--- config.mk ---
export PLATFORM = sky130hd
export DESIGN_NAME = io_switch_debouncer
export DESIGN_NICKNAME = d
export VERILOG_FILES = /design/src/rtl/io_pkg.sv /design/src/rtl/io_sync.sv /design/src/rtl/io_switch_debouncer.sv
export SDC_FILE = /design/constraint.sdc
export NUM_CORES = 1
export LEC_CHECK = 0
export ABC_AREA = 1
export CAP_MARGIN = 30
export CORE_ASPECT_RATIO = 1.1
export CORE_MARGIN = 8
export CORE_UTILIZATION = 25
export DETAILED_ROUTE_END_ITERATION = 16
export MAX_ROUTING_LAYER = met4
export PLACE_DENSITY = 0.42
export SYNTH_ARGS = -nofsm -noshare
export SYNTH_HDL_FRONTEND = slang
export SYNTH_SLANG_ARGS = --single-unit
--- constraint.sdc ---
create_clock -name clk -period 3.37 [get_ports clk]
set_input_delay 0.674 -clock clk [delete_from_list [all_inputs] [get_ports clk]]
set_output_delay 0.674 -clock clk [all_outputs]
set_load 0.01 [all_outputs]
--- src/rtl/io_pkg.sv ---
// -----------------------------------------------------------------------------
// io_pkg
// Shared constants and types for the board IO input stages.
//   IO_WIDTH            : width of the CPU io_rdata path (switch vector width)
//   IO_SYNC_STAGES      : default flop depth of the input synchronisers
//   IO_DEBOUNCE_CYCLES  : default number of stable clocks before a commit
//   io_deb_state_t      : debouncer FSM state encoding
// -----------------------------------------------------------------------------
package io_pkg;

    localparam int IO_WIDTH           = 24;
    localparam int IO_SYNC_STAGES     = 2;
    localparam int IO_DEBOUNCE_CYCLES = 20000;

    typedef enum logic [0:0] {
        IDLE     = 1'b0,
        SETTLING = 1'b1
    } io_deb_state_t;

endpackage : io_pkg

--- src/rtl/io_sync.sv ---
// -----------------------------------------------------------------------------
// io_sync
// WIDTH x SYNC_STAGES flop chain that brings asynchronous board inputs into
// the clk domain. Each bit is synchronised independently; multi-bit coherence
// is the job of whatever sits downstream (e.g. the debouncer).
// Ports:
//   clk  : destination clock
//   rst  : asynchronous active-low reset, clears every stage
//   d    : asynchronous input vector
//   q    : synchronised output (d delayed by SYNC_STAGES clk edges)
// -----------------------------------------------------------------------------
module io_sync
    import io_pkg::*;
#(
    parameter int WIDTH       = IO_WIDTH,
    parameter int SYNC_STAGES = IO_SYNC_STAGES
) (
    input  logic             clk,
    input  logic             rst,
    input  logic [WIDTH-1:0] d,
    output logic [WIDTH-1:0] q
);

    logic [WIDTH-1:0] stage_r [SYNC_STAGES];

    // Shift the input through the synchroniser chain.
    always_ff @(posedge clk or negedge rst) begin
        if (!rst) begin
            for (int i = 0; i < SYNC_STAGES; i++) begin
                stage_r[i] <= {WIDTH{1'b0}};
            end
        end else begin
            stage_r[0] <= d;
            for (int i = 1; i < SYNC_STAGES; i++) begin
                stage_r[i] <= stage_r[i-1];
            end
        end
    end

    assign q = stage_r[SYNC_STAGES-1];

endmodule : io_sync

--- src/rtl/io_switch_debouncer.sv ---
// -----------------------------------------------------------------------------
// io_switch_debouncer
// Synchronises the raw board switches into clk, debounces them as a single
// vector and presents a registered, glitch-free value to the CPU IO read path.
// A sticky 'changed' flag reports that a new value was committed since the
// last CPU read.
//
// Ports:
//   clk       : system clock
//   rst       : asynchronous active-low reset
//   sw_raw    : raw switches, asynchronous to clk
//   rd_en     : one-cycle CPU read strobe, clears 'changed'
//   io_rdata  : committed switch value (registered)
//   changed   : sticky "committed value differs from last read"
//   settling  : high while a candidate value is being timed
//
// Build option:
//   IO_DEBOUNCE_BYPASS_EN : when defined, the FSM and counter are removed and
//                           io_rdata follows the synchronised switches every
//                           clock (fast CPU simulation).
// -----------------------------------------------------------------------------
module io_switch_debouncer
    import io_pkg::*;
#(
    parameter int WIDTH           = IO_WIDTH,
    parameter int SYNC_STAGES     = IO_SYNC_STAGES,
    parameter int DEBOUNCE_CYCLES = IO_DEBOUNCE_CYCLES
) (
    input  logic             clk,
    input  logic             rst,
    input  logic [WIDTH-1:0] sw_raw,
    input  logic             rd_en,
    output logic [WIDTH-1:0] io_rdata,
    output logic             changed,
    output logic             settling
);

    logic [WIDTH-1:0] sync_s;
    logic [WIDTH-1:0] io_rdata_r;
    logic             changed_r;

    io_sync #(
        .WIDTH       (WIDTH),
        .SYNC_STAGES (SYNC_STAGES)
    ) u_sync (
        .clk (clk),
        .rst (rst),
        .d   (sw_raw),
        .q   (sync_s)
    );

`ifdef IO_DEBOUNCE_BYPASS_EN

    // Pass the synchronised value straight through; flag any difference.
    always_ff @(posedge clk or negedge rst) begin
        if (!rst) begin
            io_rdata_r <= {WIDTH{1'b0}};
            changed_r  <= 1'b0;
        end else begin
            io_rdata_r <= sync_s;
            // A set on the same edge as a read must win so no update is lost.
            if (sync_s != io_rdata_r) begin
                changed_r <= 1'b1;
            end else if (rd_en) begin
                changed_r <= 1'b0;
            end else begin
                changed_r <= changed_r;
            end
        end
    end

    assign settling = 1'b0;

`else

    localparam int             CNT_W    = $clog2(DEBOUNCE_CYCLES);
    localparam logic [CNT_W-1:0] CNT_LAST = CNT_W'(DEBOUNCE_CYCLES - 1);

    io_deb_state_t    state_r;
    io_deb_state_t    state_s;
    logic [WIDTH-1:0] cand_r;
    logic [WIDTH-1:0] cand_s;
    logic [CNT_W-1:0] cnt_r;
    logic [CNT_W-1:0] cnt_s;
    logic             commit_s;

    // Next-state logic: track one candidate vector and count its stable clocks.
    always_comb begin
        state_s  = state_r;
        cand_s   = cand_r;
        cnt_s    = cnt_r;
        commit_s = 1'b0;
        case (state_r)
            IDLE: begin
                if (sync_s != io_rdata_r) begin
                    cand_s  = sync_s;
                    cnt_s   = {CNT_W{1'b0}};
                    state_s = SETTLING;
                end else begin
                    state_s = IDLE;
                end
            end
            SETTLING: begin
                if (sync_s == io_rdata_r) begin
                    // Glitch reverted to the committed value: drop the candidate.
                    state_s = IDLE;
                end else if (sync_s != cand_r) begin
                    // Any bit moved: restart timing for the whole vector.
                    cand_s  = sync_s;
                    cnt_s   = {CNT_W{1'b0}};
                    state_s = SETTLING;
                end else if (cnt_r == CNT_LAST) begin
                    commit_s = 1'b1;
                    state_s  = IDLE;
                end else begin
                    cnt_s   = cnt_r + CNT_W'(1);
                    state_s = SETTLING;
                end
            end
            default: begin
                state_s = IDLE;
                cnt_s   = {CNT_W{1'b0}};
            end
        endcase
    end

    // FSM, candidate and settle-counter registers.
    always_ff @(posedge clk or negedge rst) begin
        if (!rst) begin
            state_r <= IDLE;
            cand_r  <= {WIDTH{1'b0}};
            cnt_r   <= {CNT_W{1'b0}};
        end else begin
            state_r <= state_s;
            cand_r  <= cand_s;
            cnt_r   <= cnt_s;
        end
    end

    // Committed value and sticky change flag.
    always_ff @(posedge clk or negedge rst) begin
        if (!rst) begin
            io_rdata_r <= {WIDTH{1'b0}};
            changed_r  <= 1'b0;
        end else begin
            if (commit_s) begin
                io_rdata_r <= cand_r;
            end else begin
                io_rdata_r <= io_rdata_r;
            end
            // A commit on the same edge as a read must win so no update is lost.
            if (commit_s) begin
                changed_r <= 1'b1;
            end else if (rd_en) begin
                changed_r <= 1'b0;
            end else begin
                changed_r <= changed_r;
            end
        end
    end

    assign settling = (state_r == SETTLING);

`endif

    assign io_rdata = io_rdata_r;
    assign changed  = changed_r;

endmodule : io_switch_debouncer

==> impl_metrics.env, run 1 <==
export IMPL_htree_levels=4
export IMPL_antenna_found_initial=0
export IMPL_intPower_mw=2.74
export IMPL_ctsResizeCount=0
export IMPL_startpoint_type="flip-flop"
export IMPL_dieArea_sq_mm=0.0254
export IMPL_avgSynthCellArea_sq_um=8.27
export IMPL_setup_tns_ns=0
export IMPL_hold_viol_final=0
export IMPL_synthFlopType="dfrtp_1"
export IMPL_cts_inserted_buffers=17
export IMPL_yosysUniqueCellTypes=25
export IMPL_drt_iter0_drc=238
export IMPL_dpl_cell_area_sq_mm=0.00595
export IMPL_synth_area_sq_mm=0.00514
export IMPL_hpwl_mm=9.92
export IMPL_report_power_total_mw=3.50
export IMPL_cp_end_kind="flip-flop"
export IMPL_drive_above_1_share_pct=7.90
export IMPL_worstPathArrival_ns=2.67
export IMPL_ys_ff_latch=113
export IMPL_worstPathRequired_ns=3.64
export IMPL_yosys_warnings=0
export IMPL_p_switching_mw=0.764
export IMPL_synthesis_nets=649
export IMPL_finalCriticalPeriod_ns=2.40
export IMPL_rows=55
export IMPL_drt_pre_antenna_iters=4
export IMPL_initial_core_util_pct=25.2
export IMPL_finalWirelength_mm=13.5
export IMPL_cap_violations=0
export IMPL_worstSetupPathType="flip-flop to flip-flop"
export IMPL_swShare_pct=21.8
export IMPL_routedWlPerCell_um=14.2
export IMPL_peakVddDrop_uv=332
export IMPL_p_clk_share_pct=54.0
export IMPL_overflow=0
export IMPL_cts_clk_slew_worst_paths_ns=0.05
export IMPL_cts_sinks=113
export IMPL_grt_max_degree=52
export IMPL_gp_congestion=0.829
export IMPL_skew_ns=0.00767
export IMPL_vias_per_cell=4.29
export IMPL_status="completed"
export IMPL_hold_buffers=0
export IMPL_synth_edf_count=0
export IMPL_vias=4082
export IMPL_drc=0
export IMPL_die_h_um=166
export IMPL_tritoncts="yes"
export IMPL_drv_slew=0
export IMPL_grt_pass1_vias=4327
export IMPL_combPwrFrac_pct=4.9
export IMPL_grt_pass1_wl_mm=22.9
export IMPL_p_per_area_mw_per_mm2=534
export IMPL_met2_usage_pct=19.7
export IMPL_worst_slew_pin_slew_ns=0.786
export IMPL_portBuffers=52
export IMPL_fmax_ghz=0.417
export IMPL_max_slew_margin_rel_pct=47.4
export IMPL_ant_nets=0
export IMPL_clkLatencyLatePin_ns=0.41
export IMPL_top_usage_layer="met2"
export IMPL_p_leak_nw=3.29
export IMPL_post_cts_setup_buffer_count=0
export IMPL_met1_usage_pct=13.4
export IMPL_synth_cells=621
export IMPL_final_area_sq_mm=0.00657
export IMPL_final_setup_viol_count=0
export IMPL_core_area_sq_mm=0.0204
export IMPL_ios=53
export IMPL_cts_root_buf="clkbuf_16"
export IMPL_rsz0062_at_grt="false"
export IMPL_crit_path_max_fanout=45
export IMPL_min_path_type="input pin to async pin"
export IMPL_synthArstFlopShare_pct=100
export IMPL_grtUsageMet3_pct=3.12
export IMPL_die_w_um=153
export IMPL_p_seq_share_pct=41.1
export IMPL_ys_seq_area_share_pct=55.0
export IMPL_rrSetupSlack_ns=0.97
export IMPL_clock_path_buffers=2
export IMPL_fin_nets=712
export IMPL_area_delta_synth_final_pct=27.8
export IMPL_grt_usage_pct=11.9
export IMPL_diodes=0
export IMPL_period_share_pct=71.2
-- power by group through the flow --
stage | registers, mW | logic, mW | clock network [mW]
2_1_floorplan | 1.45 | 0.0897 | 0
3_3_place_gp | 1.46 | 0.175 | 0
3_5_place_dp | 1.46 | 0.177 | 0
4_1_cts | 1.44 | 0.178 | 1.94
5_1_grt | 1.45 | 0.202 | 2.02
6_report | 1.44 | 0.172 | 1.89
-- path summary, 6_finish.rpt --
| kind | startpoint | cells after the start | end |
|---|---|---|---|
| max | u_sync.q[22] | 7 | cand_r[9] |
| min in group clk | u_sync.stage_r[37] | 0 | u_sync.q[13] |
| min | rst | 1 | cnt_r[13] |
| min reg2reg | u_sync.stage_r[37] | 0 | u_sync.q[13] |
| max in group asynchronous | rst | 2 | cnt_r[9] |
| max reg2reg | u_sync.q[22] | 7 | cand_r[9] |
-- synth_stat cells, drive strengths merged (2+ instances only) --
cell	n	area [sq um]
buf	13	87.6
nor2	64	243
clkbuf	2	7.51
inv	69	259
nor3	7	57.6
o21ai	30	150
xnor2	5	43.8
dfrtp	113	2830
nand3	50	250
nand4	16	100
nand2	221	842
xor2	26	228
-- per-layer routing --
layer,wire length [um],part of all wire [%],up-vias
met2,6780,50,68
met1,6120,45,1942
met3,387,2.9,18
met4,253,1.9,0
li1,-,-,2054
met5,0,0,-
-- sequential cells by signal, indices dropped and copies added, names as in the netlist --
signal	count
cand_r	24
u_sync.q	24
settling	1
changed	1
io_rdata	24
cnt_r	15
u_sync.stage_r	24
-- cell type report --
cell class | instances | area (sq um)
fillers | 2143 | 13800
flip-flops and latches | 113 | 2830
multi-input cells | 424 | 1960
repair buffers | 59 | 583
clock buffers | 21 | 460
well taps | 256 | 320
inverters | 69 | 259
clock inverters | 10 | 159
-- per-stage QoR --
stage / setup WS (ns) / hold WS, ns / instances / utilization [%]
2_1_floorplan: 1.53 / 0.331 / 621 / -
3_3_place_gp: 0.925 / 0.332 / 921 / 29.2
3_5_place_dp: 0.912 / 0.335 / 921 / 29.2
4_1_cts: 0.921 / 0.238 / 952 / 32.2
5_1_grt: 0.631 / 0.253 / 952 / 32.2
6_report: 0.972 / 0.229 / 952 / 32.2
-- cells by family (layout without fill, tap and decap cells) --
logic type | count (synthesis) | after routing | synth area share, %
xor gates and xnor gates | 31 | 31 | 5.28
adders and majority gates | 1 | 1 | 0.244
and+or+nand+nor | 360 | 360 | 29.3
AOI/OAI and AO/OA | 32 | 32 | 3.22
buffers and inverters | 84 | 159 | 6.89
DFF | 113 | 113 | 55.0
-- cell usage in the layout (no fill, tap or decap), types with 16 or more instances in the layout --
cell type and count:
nand3_1 50, xor2_1 26, o21ai_0 24, nor2_1 63, clkbuf_16 17, nand2_1 218, clkdlybuf4s50_1 51, nand4_1 16
inv_1 57, dfrtp_1 113
-- worst max-delay path, stage by stage, from the launching register on --
cell	delay, ns
dfrtp_1	0.41
xnor2_1	0.31
nand3_1	0.12
nor2_1	0.31
nand3_1	0.37
nand2_2	0.16
buf_4	0.40
o21ai_0	0.15
No activity file was read; power rests on OpenSTA's default activity.
==> run 2: changes to the inputs <==
--- a/config.mk
+++ b/config.mk
@@ -12,7 +12,7 @@
 export CORE_UTILIZATION = 25
 export DETAILED_ROUTE_END_ITERATION = 16
 export MAX_ROUTING_LAYER = met4
-export PLACE_DENSITY = 0.42
+export PLACE_DENSITY = 0.43
 export SYNTH_ARGS = -nofsm -noshare
 export SYNTH_HDL_FRONTEND = slang
 export SYNTH_SLANG_ARGS = --single-unit
==> constraint.sdc (replaced) <==
create_clock -name clk -period 2.2 [get_ports clk]
set_input_delay 0.44 -clock clk [delete_from_list [all_inputs] [get_ports clk]]
set_output_delay 0.44 -clock clk [all_outputs]
set_load 0.01 [all_outputs]
==> run 2 against run 1 <==
Net effect: the run now ends with negative hold slack left; wire length grew 0.18%; critical path depth grew 2; highest routed layer unchanged; die area is the same; clock power grew 40%; worst hold slack lost 0.23 ns; via count grew 0.54%; setup slack lost 0.80 ns; final cell count grew 1.2%; clock skew grew 0.0021 ns; sequential power grew 53%; total power grew 46%; first-iteration DRC count shrank 10%.
==> impl_metrics.env, run 2 (same netlist as run 1, synthesis figures left out) <==
export IMPL_p_switching_mw=1.22
export IMPL_crit_path_max_fanout=19
export IMPL_placedCellCount=931
export IMPL_worst_slew_pin_slew_ns=0.501
export IMPL_p_seq_share_pct=43.1
export IMPL_ios=53
export IMPL_initial_core_util_pct=25.2
export IMPL_cts_inserted_buffers=17
export IMPL_fin_cells=963
export IMPL_cap_violations=0
export IMPL_fill_cells=2142
export IMPL_vias_per_cell=4.26
export IMPL_dieArea_sq_mm=0.0254
export IMPL_gp_congestion=0.863
export IMPL_startpoint_type="flip-flop"
export IMPL_area_delta_synth_final_pct=29.3
export IMPL_clock_path_buffers=2
export IMPL_layout_commonest_cell="nand2_1"
export IMPL_cts_sinks=113
export IMPL_cp_end_kind="flip-flop"
export IMPL_final_setup_viol_count=0
export IMPL_grt_max_degree=42
export IMPL_rows=55
export IMPL_clkLatencyLatePin_ns=0.41
export IMPL_drt_iter0_drc=214
export IMPL_portBuffers=52
export IMPL_combPwrFrac_pct=5.2
export IMPL_antenna_found_initial=0
export IMPL_worstPathArrival_ns=2.34
export IMPL_cts_root_buf="clkbuf_16"
export IMPL_drc=0
export IMPL_tritoncts="yes"
export IMPL_intPower_mw=3.90
export IMPL_min_path_type="input pin to async pin"
export IMPL_fmax_ghz=0.494
export IMPL_p_clk_share_pct=51.7
export IMPL_grt_usage_pct=11.6
export IMPL_die_h_um=166
export IMPL_swShare_pct=23.8
export IMPL_status="finished with violations"
export IMPL_fin_nets=722
export IMPL_worstSetupPathType="flip-flop to flip-flop"
export IMPL_rsz0062_at_grt="false"
export IMPL_grt_pass1_wl_mm=22.4
export IMPL_peakVddDrop_uv=434
export IMPL_cts_clk_slew_worst_paths_ns=0.06
export IMPL_setup_tns_ns=0
export IMPL_holdWs_ns=-0.00207
export IMPL_drv_slew=0
export IMPL_finalCriticalPeriod_ns=2.03
export IMPL_period_share_pct=92.1
export IMPL_violations="negative hold slack"
export IMPL_grt_pass1_vias=4228
export IMPL_drive_above_1_share_pct=9.76
export IMPL_layout_common_cells="nand2_1 (217), dfrtp_1 (113), nor2_1 (63), inv_1 (57), clkdlybuf4s50_1 (51)"
export IMPL_p_per_area_mw_per_mm2=770
export IMPL_overflow=0
export IMPL_hpwl_mm=9.94
export IMPL_htree_levels=4
export IMPL_drt_pre_antenna_iters=4
export IMPL_max_slew_margin_rel_pct=66.6
export IMPL_ant_nets=0
export IMPL_vias=4104
export IMPL_die_w_um=153
export IMPL_skew_ns=0.00980
export IMPL_p_leak_nw=3.33
export IMPL_core_area_sq_mm=0.0204
export IMPL_finalWirelength_mm=13.6
export IMPL_diodes=0
export IMPL_routedWlPerCell_um=14.1
export IMPL_worstPathRequired_ns=2.51
export IMPL_hold_viol_final=5
[run 2: cell type report]
| cell class | instances | area [sq um] | share of cell area, % |
|---|---|---|---|
| Multi-Input combinational cell | 424 | 1970 | 29.6 |
| Inverter | 69 | 259 | 3.90 |
| Clock inverter | 12 | 109 | 1.64 |
| Timing Repair Buffer | 69 | 696 | 10.5 |
| Sequential cell | 113 | 2830 | 42.6 |
| Tap cell | 256 | 320 | 4.82 |
| Clock buffer | 20 | 467 | 7.02 |
[run 2: power by group through the flow]
stage	clock network, mW	registers [mW]	logic (mW)
2_1_floorplan	0	2.22	0.137
3_3_place_gp	0	2.24	0.274
3_5_place_dp	0	2.24	0.275
4_1_cts	2.73	2.20	0.277
5_1_grt	2.82	2.21	0.312
6_report	2.65	2.20	0.268
[run 2: worst paths after layout]
check                                    from            endpoint  slack (ns)  cells past startpoint
max                               u_sync.q[8]            cnt_r[4]        0.17                      9
max reg2reg                       u_sync.q[8]            cnt_r[4]        0.17                      9
min in group clk           u_sync.stage_r[35]        u_sync.q[11]        0.35                      0
min                                       rst  u_sync.stage_r[33]      -0.002                      1
max in group asynchronous                 rst  u_sync.stage_r[40]        1.60                      2
min reg2reg                u_sync.stage_r[35]        u_sync.q[11]        0.35                      0
[run 2: metal layers]
| metal | share of wire [%] | vias to the layer above | routed length [um] | track usage (%) |
|---|---|---|---|---|
| li1 | - | 2084 | - | - |
| met1 | 46 | 1931 | 6270 | 13.8 |
| met2 | 48 | 74 | 6570 | 18.5 |
| met3 | 3.5 | 15 | 477 | 2.84 |
| met4 | 1.8 | 0 | 249 | 4.82 |
| met5 | 0 | - | 0 | - |
[run 2: worst max-delay path, cell delays in order, from the launching register on]
cell	delay (ns)
dfrtp_1	0.41
xor2_1	0.17
nor2_1	0.19
nand2_1	0.10
nor2_1	0.11
nand3_1	0.34
buf_4	0.35
a21o_1	0.17
nand2_1	0.05
inv_1	0.03
[run 2: per-stage QoR]
| stage | cell area (sq um) | power [mW] | util (%) | hold slack [ns] | worst slack, ns |
|---|---|---|---|---|---|
| 2_1_floorplan | 5140 | 2.36 | - | 0.144 | 0.361 |
| 3_3_place_gp | 6060 | 2.51 | 29.7 | 0.332 | 0.219 |
| 3_5_place_dp | 6060 | 2.52 | 29.7 | 0.335 | 0.158 |
| 4_1_cts | 6630 | 5.21 | 32.6 | 0.0103 | 0.136 |
| 5_1_grt | 6650 | 5.34 | 32.6 | 0.0308 | 0.0109 |
| 6_report | 6650 | 5.12 | 32.6 | -0.00207 | 0.174 |
[run 2: timing repair]
action / 4_1_cts / 5_1_grt
setup buffers: 0 / 0
hold buffers: 0 / 0
gates resized for setup: 0 / 2
endpoints found under the setup margin: 0 / 25
endpoints found under the hold margin: 0 / 0
==> run 3: changes to the inputs <==
--- a/config.mk
+++ b/config.mk
@@ -11,6 +11,7 @@
 export CORE_MARGIN = 8
 export CORE_UTILIZATION = 25
 export DETAILED_ROUTE_END_ITERATION = 16
+export HOLD_SLACK_MARGIN = 0.08
 export MAX_ROUTING_LAYER = met4
 export PLACE_DENSITY = 0.43
 export SYNTH_ARGS = -nofsm -noshare
==> run 3 against run 2 <==
Net effect: the run now ends clean; flip-flop and latch count did not move; die area did not move; non-clock buffer count rose by 1; sequential share of layout area fell by 0.064 points; utilization barely moved; combinational power barely moved; register-to-register slack barely moved; global-route usage did not move; via count barely moved; clock skew barely moved; wire length barely moved; clock-buffer cell count did not move; critical path type unchanged; largest cell class unchanged; largest power group unchanged; highest routed layer unchanged.
==> impl_metrics.env, run 3 (same netlist as run 1, synthesis figures left out) <==
export IMPL_finalWirelength_mm=13.6
export IMPL_p_leak_nw=3.33
export IMPL_grt_usage_pct=11.6
export IMPL_vias=4101
export IMPL_crit_path_max_fanout=19
export IMPL_grt_max_degree=42
export IMPL_worstPathRequired_ns=2.51
export IMPL_max_slew_margin_rel_pct=66.4
export IMPL_cts_clk_slew_worst_paths_ns=0.06
export IMPL_p_per_area_mw_per_mm2=769
export IMPL_hold_viol_final=0
export IMPL_vias_per_cell=4.25
export IMPL_r2r_end="cnt_r[4]"
export IMPL_critical_path_depth=9
export IMPL_skew_ns=0.00980
export IMPL_cp_num_buf_inv=2
export IMPL_cp_slowest_cell="dfrtp_1"
export IMPL_initial_core_util_pct=25.2
export IMPL_holdWs_ns=0.346
export IMPL_drt_pre_antenna_iters=5
export IMPL_rows=55
export IMPL_antenna_found_initial=0
export IMPL_cap_violations=0
export IMPL_finalCriticalPeriod_ns=2.03
export IMPL_crit_chain="xor2_1 -> nor2_1 -> nand2_1 -> nor2_1 -> nand3_1 -> buf_4 -> a21o_1 -> nand2_1 -> inv_1"
export IMPL_min_path_type="flip-flop to flip-flop"
export IMPL_cp_end_kind="flip-flop"
export IMPL_r2r_start="u_sync.q[8]"
export IMPL_startpoint_type="flip-flop"
export IMPL_ant_nets=0
export IMPL_fmax_ghz=0.493
export IMPL_routedWlPerCell_um=14.1
export IMPL_fill_cells=2141
export IMPL_worstPathArrival_ns=2.34
export IMPL_rr_worst_depth=9
export IMPL_diodes=0
export IMPL_startpoint="u_sync.q[8]"
export IMPL_gp_congestion=0.863
export IMPL_cts_root_buf="clkbuf_16"
export IMPL_post_cts_setup_buffer_count=0
export IMPL_ios=53
export IMPL_cts_sinks=113
export IMPL_status="completed"
export IMPL_crit_path_end="cnt_r[4]"
export IMPL_area_delta_synth_final_pct=29.5
export IMPL_fin_nets=723
export IMPL_hp_start="u_sync.stage_r[39]"
export IMPL_dieArea_sq_mm=0.0254
export IMPL_grt_pass1_vias=4228
export IMPL_layout_common_cells="nand2_1 (217), dfrtp_1 (113), nor2_1 (63), inv_1 (57), clkdlybuf4s50_1 (51)"
export IMPL_drive_above_1_share_pct=9.75
export IMPL_portBuffers=52
export IMPL_drv_slew=0
export IMPL_grt_pass1_wl_mm=22.4
export IMPL_crit_family="simple AND/OR/NAND/NOR gates"
export IMPL_drt_iter0_drc=214
export IMPL_htree_levels=4
export IMPL_worst_slew_pin_slew_ns=0.503
export IMPL_tritoncts="yes"
export IMPL_clkLatencyLatePin_ns=0.41
export IMPL_peakVddDrop_uv=434
export IMPL_period_share_pct=92.1
export IMPL_overflow=0
export IMPL_clock_path_buffers=2
export IMPL_drc=0
export IMPL_final_setup_viol_count=0
export IMPL_pre_cts_ws_ns=0.158
export IMPL_die_h_um=166
export IMPL_setup_tns_ns=0
export IMPL_hpwl_mm=9.94
export IMPL_slowest_delay_ns=0.41
export IMPL_layout_commonest_cell="nand2_1"
export IMPL_cts_inserted_buffers=17
export IMPL_rsz0062_at_grt="false"
export IMPL_die_w_um=153
export IMPL_rrSetupSlack_ns=0.17
export IMPL_fin_ws_ns=0.173
export IMPL_core_area_sq_mm=0.0204
export IMPL_worstSetupPathType="flip-flop to flip-flop"
-- run 3: cell count changes in the layout (fill, tap and decap cells not counted) --
cell	change
dlygate4sd3_1	+1
-- run 3: repair_timing --
action,4_1_cts,5_1_grt
gates resized for setup,0,2
endpoints found under the hold margin,33,0
hold buffers,1,0
setup endpoints to repair,0,25
-- run 3: through the flow --
| stage | std cells | instance area (sq um) | util (%) | total power, mW |
|---|---|---|---|---|
| global placement | 931 | 6060 | 29.7 | 2.51 |
| global route | 964 | 6660 | 32.7 | 5.35 |
| detailed placement | 931 | 6060 | 29.7 | 2.52 |
| finish | 964 | 6660 | 32.7 | 5.12 |
| CTS | 964 | 6640 | 32.6 | 5.21 |
| floorplan | 621 | 5140 | - | 2.36 |
-- run 3: worst reg2reg max path, stage by stage, from the launching register on --
cell	delay (ns)
dfrtp_1	0.41
xor2_1	0.17
nor2_1	0.19
nand2_1	0.10
nor2_1	0.11
nand3_1	0.34
buf_4	0.35
a21o_1	0.17
nand2_1	0.05
inv_1	0.03
-- run 3: worst min-delay path by stage --
stage / endpoint / slack [ns] / cells after the start
6_report: u_sync.q[15] / 0.35 / 0
5_1_grt: u_sync.q[13] / 0.35 / 0
4_1_cts: u_sync.q[11] / 0.35 / 0
3_5_place_dp: u_sync.q[11] / 0.33 / 0
3_3_place_gp: u_sync.q[13] / 0.33 / 0
2_1_floorplan: cand_r[0] / 0.14 / 0
-- run 3: area by class of cell --
cell class	count	area, sq um	share of cell area [%]
Multi-Input combinational cell	424	1970	29.6
Inverter	69	259	3.89
Clock buffer	20	467	7.01
Sequential cell	113	2830	42.5
Tap cell	256	320	4.81
Clock inverter	12	109	1.64
Timing Repair Buffer	70	706	10.6
-- run 3: where the power goes --
part / switching, mW / internal (mW)
logic: 0.156 / 0.113
clock network: 1.01 / 1.64
registers: 0.0559 / 2.15
-- run 3: routing by layer --
layer / global-route usage [%] / part of all wire, % / wire [um] / up-vias
met1: 13.8 / 46 / 6270 / 1932
met3: 2.84 / 3.4 / 463 / 15
met5: - / 0 / 0 / -
li1: - / - / - / 2085
met2: 18.5 / 49 / 6590 / 69
met4: 4.82 / 1.8 / 249 / 0
